===== src/rtl/heavyhash_pkg.sv =====
// Shared widths and reader state encoding for the heavyhash output path.
//   WORD_W           : hashout FIFO word width
//   WORDS_PER_DIGEST : FIFO words assembled into one digest
//   DIGEST_W         : assembled digest width
//   reader_state_e   : hashout_reader FSM states
package heavyhash_pkg;

  localparam int unsigned WORD_W           = 32;
  localparam int unsigned WORDS_PER_DIGEST = 8;
  localparam int unsigned DIGEST_W         = 256;
  localparam int unsigned WCNT_W           = $clog2(WORDS_PER_DIGEST);

  typedef enum logic [1:0] {
    IDLE      = 2'd0,
    READ      = 2'd1,
    WAIT_LAST = 2'd2,
    OUT       = 2'd3
  } reader_state_e;

endpackage


===== src/rtl/hashout_cmp.sv =====
// Registered difficulty check: hit is set for one cycle when the digest
// completed this cycle is <= target (unsigned).
//   clk, rst_n : clock, async active-low reset
//   en         : last word of a digest is being captured this cycle
//   value      : digest as it will be once the last word lands
//   target     : difficulty target
//   hit        : registered compare result, qualified by en
module hashout_cmp
  import heavyhash_pkg::*;
(
  input  logic                clk,
  input  logic                rst_n,
  input  logic                en,
  input  logic [DIGEST_W-1:0] value,
  input  logic [DIGEST_W-1:0] target,
  output logic                hit
);

  always_ff @(posedge clk or negedge rst_n) begin
    if (!rst_n) begin
      hit <= 1'b0;
    end else begin
      hit <= en && (value <= target);
    end
  end

endmodule


===== src/rtl/hashout_reader.sv =====
// Pops eight 32-bit words from the hashout FIFO, assembles them into a
// 256-bit digest (first word popped in the low bits) and hands it downstream
// with a valid/ready handshake, counting accepted digests.
// Optional feature macro: TARGET_CMP_EN adds target/hit and the compare.
//   clk, rst_n      : clock, async active-low reset
//   hashout_empty   : FIFO empty flag
//   hashout_dout    : FIFO data, valid one cycle after hashout_re
//   hashout_re      : FIFO read enable
//   digest          : assembled digest
//   digest_valid    : digest presented
//   digest_ready    : downstream accepts digest
//   digest_cnt      : accepted digest count (wraps)
//   target, hit     : (TARGET_CMP_EN) difficulty target / 1-cycle hit pulse
module hashout_reader
  import heavyhash_pkg::*;
(
  input  logic                clk,
  input  logic                rst_n,
  input  logic                hashout_empty,
  input  logic [WORD_W-1:0]   hashout_dout,
  output logic                hashout_re,
  output logic [DIGEST_W-1:0] digest,
  output logic                digest_valid,
  input  logic                digest_ready,
  output logic [31:0]         digest_cnt
`ifdef TARGET_CMP_EN
  ,
  input  logic [DIGEST_W-1:0] target,
  output logic                hit
`endif
);

  reader_state_e     state;
  logic              re_en;      // read window open; still gated by empty
  logic              rd_pend;    // a word arrives on hashout_dout this cycle
  logic [WCNT_W-1:0] issue_cnt;  // reads issued for the current digest
  logic [WCNT_W-1:0] word_cnt;   // words captured for the current digest

  // The enable is a register; masking with empty keeps a drained FIFO from
  // ever seeing a read, so a stall neither loses nor duplicates a word.
  assign hashout_re = re_en & ~hashout_empty;

  // Reader FSM, word capture and handshake
  always_ff @(posedge clk or negedge rst_n) begin
    if (!rst_n) begin
      state        <= IDLE;
      re_en        <= 1'b0;
      rd_pend      <= 1'b0;
      issue_cnt    <= '0;
      word_cnt     <= '0;
      digest       <= '0;
      digest_valid <= 1'b0;
      digest_cnt   <= '0;
    end else begin
      rd_pend <= hashout_re;
      if (rd_pend) begin
        digest[32'(word_cnt) * WORD_W +: WORD_W] <= hashout_dout;
        word_cnt <= word_cnt + 1'b1;
      end

      case (state)
        IDLE: begin
          if (!hashout_empty) begin
            re_en     <= 1'b1;
            issue_cnt <= '0;
            word_cnt  <= '0;
            state     <= READ;
          end
        end
        READ: begin
          if (hashout_re) begin
            issue_cnt <= issue_cnt + 1'b1;
            if (issue_cnt == WCNT_W'(WORDS_PER_DIGEST - 1)) begin
              re_en <= 1'b0;
              state <= WAIT_LAST;
            end
          end
        end
        WAIT_LAST: begin
          // rd_pend is always set here: the final read was issued last cycle
          digest_valid <= 1'b1;
          state        <= OUT;
        end
        OUT: begin
          if (digest_ready) begin
            digest_valid <= 1'b0;
            digest_cnt   <= digest_cnt + 32'd1;
            state        <= IDLE;
          end
        end
        default: state <= IDLE;
      endcase
    end
  end

`ifdef TARGET_CMP_EN
  // Digest as it stands once the final word lands at the end of WAIT_LAST
  logic [DIGEST_W-1:0] digest_last;
  assign digest_last = {hashout_dout, digest[DIGEST_W-WORD_W-1:0]};

  hashout_cmp u_cmp (
    .clk    (clk),
    .rst_n  (rst_n),
    .en     (state == WAIT_LAST),
    .value  (digest_last),
    .target (target),
    .hit    (hit)
  );
`endif

endmodule


===== config.mk =====
export PLATFORM = sky130hd
export DESIGN_NAME = hashout_reader
export DESIGN_NICKNAME = d
export VERILOG_FILES = /design/src/rtl/heavyhash_pkg.sv /design/src/rtl/hashout_cmp.sv /design/src/rtl/hashout_reader.sv
export SDC_FILE = /design/constraint.sdc
export NUM_CORES = 1
export LEC_CHECK = 0
export ABC_AREA = 1
export BUFFER_PORTS_ARGS = -buffer_cell sky130_fd_sc_hd__buf_2
export CAP_MARGIN = 10
export CORE_MARGIN = 2
export CORE_UTILIZATION = 45
export DETAILED_ROUTE_END_ITERATION = 12
export PLACE_DENSITY_LB_ADDON = 0.3
export SYNTH_ARGS = -nofsm -noshare
export SYNTH_HDL_FRONTEND = slang
export SYNTH_SLANG_ARGS = --single-unit

===== constraint.sdc =====
create_clock -name clk -period 3.1 [get_ports clk]
set_input_delay 0.155 -clock clk [delete_from_list [all_inputs] [get_ports clk]]
set_output_delay 0.155 -clock clk [all_outputs]
set_load 0.05 [all_outputs]

==> impl_metrics.toml <==
[run_status]
outcome = "finished, final reports clean"

[hold_path]
min_to = "digest[18]"
hold-path-cell-count = 3
hold_path_class = "in -> reg"
hold_start = "hashout_dout[18]"

[critical_path]
slowest_stage = "dfrtp_1"
arrival_ns = 3.03
critPathKind = "reg -> reg"
reg2reg_to = "digest[183]"
reg2reg_depth = 11
critPathMaxFanout = 41
max_stage_delay_ns = 0.47
rrSetupSlack_ns = 0.55
critPathRequiredTime_ns = 3.58
start_kind = "flop"
crit_buf_inv = 5
cp_cell_sequence = "inv_1 -> ha_1 -> ha_4 -> inv_6 -> nand2_2 -> inv_2 -> nand3_2 -> buf_4 -> inv_2 -> nand2_1 -> nand2_1"
r2r-start = "word_cnt[1]"
endpoint_kind = "flop"
path_delay_family = "buffers and inverters"

[power_and_ir_drop]
combinationalPowerShare = 0.538
netSwitchingPower_w = 0.0117
swShare = 0.543
intPower_w = 0.00986
clkPwrFrac = 0.174
cellPowerDensity_nw_per_um2 = 1290
seqPwrFrac = 0.288
p_leak_nw = 8.72
peakVddDrop_mv = 0.729

[die]
start_util = 0.457
core_um2 = 29600
row_count = 63
die_area_um2 = 31500
die_h_um = 178
die_x_um = 178
pin_count = 326

[logic_synthesis]
netlist_area_um2 = 13600
synthTopCellsByArea = "dfrtp_1 (55%), nand2_1 (14%), o21ai_0 (6.1%)"
ys_types = 35
synth_top_cell_by_area = "dfrtp_1"
synthesis.nets = 1652
synthCells = 1601
ys_seq_elements = 299
yosysTopAreaCellShare = 0.552
yosysSeqAreaShare = 0.552
yosysWarnings = 0
syn_area_per_cell_um2 = 8.47

[route]
ant_nets = 0
drc = 0
routed_wl_um = 44000
routed_via_density = 5.32
firstDrtPassIters = 6
drt_iter0_markers = 1156
num_vias = 12400
wl_per_cell_um = 18.9

[sta]
tns_ns = 0
drv_slew = 0
relSlewSlack = 0.370
finalSetupViolCount = 0
fin_skew_ns = 0.0111
fmax_mhz = 393
rsz0062_at_grt = "no"
min_period_ns = 2.55
post-route-period-util = 0.822
worst_pin_slew_ns = 0.945
hold_viol = 0

[flow_run]
drv_cap = 0

[global_route]
grt_pass1_wl_um = 67900
grt.total_usage = 0.279
grt_pass1_vias = 11900
grt_max_degree = 82
antenna_found_initial = 1
globalRouteOverflowTotal = 0

[placement]
place_inst = 2239
gp_congestion = 0.891
dp_hpwl_um = 30600
portBuffers = 325

[final_layout]
drive_gt1_frac = 0.227
instances_no_fill = 2323
diodes = 0
seq_area_um2 = 7490
multi_input_area_um2 = 5100
nets = 1961
final_util = 0.564
syn_to_final_growth_pct = 23.2
nFillCells = 2760

[clock_tree]
clkTransAtPathRegs_ns = 0.06
clkSinkCount = 299
clockBufferDepth = 3
numCtsBuffers = 31
cts_htree_levels = 1
post_cts_resized = 0
cts_tree = "done"
clockRootBuffer = "clkbuf_16"
clk_latency_ns = 0.55
ctsHoldBuffers = 28
postCtsSetupRepairBufs = 0
[state kept, by name (all words and copies together) (netlist names)]
register      flops
digest_cnt       32
digest_valid      1
re_en             1
word_cnt          3
digest          256
rd_pend           1
state             2
issue_cnt         3
[power groups by stage]
stage	Clock [W]	Combinational, W	Sequential (W)
CTS	0.00383	0.0116	0.00620
floorplan	0	0.00396	0.0107
global route	0.00399	0.0124	0.00635
detailed placement	0	0.0115	0.00624
global placement	0	0.0114	0.00622
finish	0.00377	0.0116	0.00621
[metal layers]
metal  wire [um]  vias up  global-route usage
li1            -     5800                   -
met1       18000     5870               0.374
met2       20300      572               0.437
met3        3710      113              0.0619
met4        1970        2               0.116
met5          13        -                   0
[cell usage after synthesis, drive strengths merged]
cell type	number
inv	114
o21ai	208
or2	3
buf	62
ha	15
xnor2	10
a21oi	4
nand4	64
nand2	516
nand3b	3
nor2	124
xor2	13
nor4	30
nor3	19
nand3	72
dfrtp	299
o31ai	1
clkbuf	43
a211oi	1
[metrics by stage]
| stage | hold slack [ns] | setup WS (ns) | total power [W] | instance area [um^2] |
|---|---|---|---|---|
| 4_1_cts | 0.00277 | 0.564 | 0.0216 | 16700 |
| 3_5_place_dp | 0.191 | 0.593 | 0.0178 | 15400 |
| 3_3_place_gp | 0.188 | 0.680 | 0.0176 | 15400 |
| 5_1_grt | 0.0222 | 0.300 | 0.0228 | 16700 |
| 6_report | 0.0277 | 0.553 | 0.0216 | 16700 |
| 2_1_floorplan | -0.141 | 0.681 | 0.0146 | 13600 |
[kinds of logic after synthesis]
kind of cell    Yosys count  synth area share
compound gates          214            0.0821
buf+inv                 219            0.0732
fa+ha+maj                15            0.0138
simple gates            831             0.264
flops                   299             0.552
xor+xnor                 23            0.0149
[worst min-delay path, delay by kind of cell]
| kind | cells | cell delay, ns |
|---|---|---|
| buffers and inverters | 2 | 0.30 |
| AOI/OAI and AO/OA | 1 | 0.07 |
[cell usage in the layout (no fill, tap or decap), types with 13 or more instances in the layout]
cell and instances:
o21ai_0 166, inv_1 105, buf_2 324, o21ai_1 32
dfrtp_1 298, nor2_1 119, buf_4 24, nor4_1 30
ha_1 13, xor2_1 13, dlygate4sd3_1 28, clkbuf_16 31
nand2_1 513, nand4_1 63, nand3_1 68, nor3_1 17
[how the worst max path moves through the flow]
stage	start	to	cells past startpoint	slack, ns
2_1_floorplan	word_cnt[0]	digest[245]	11	0.68
3_3_place_gp	word_cnt[0]	digest[254]	7	0.68
3_5_place_dp	word_cnt[1]	digest[3]	10	0.59
4_1_cts	word_cnt[1]	digest[183]	11	0.56
5_1_grt	word_cnt[1]	digest[58]	9	0.30
6_report	word_cnt[1]	digest[183]	11	0.55
[cell type report]
| type | instances | share of cell area |
|---|---|---|
| Timing Repair Buffer | 381 | 0.130 |
| Inverter | 114 | 0.0259 |
| Clock inverter | 8 | 0.00689 |
| Tap cell | 390 | 0.0292 |
| Clock buffer | 48 | 0.0544 |
| Sequential cell | 299 | 0.448 |
| Multi-Input combinational cell | 1083 | 0.305 |
Power figures use the tool's default switching activity.
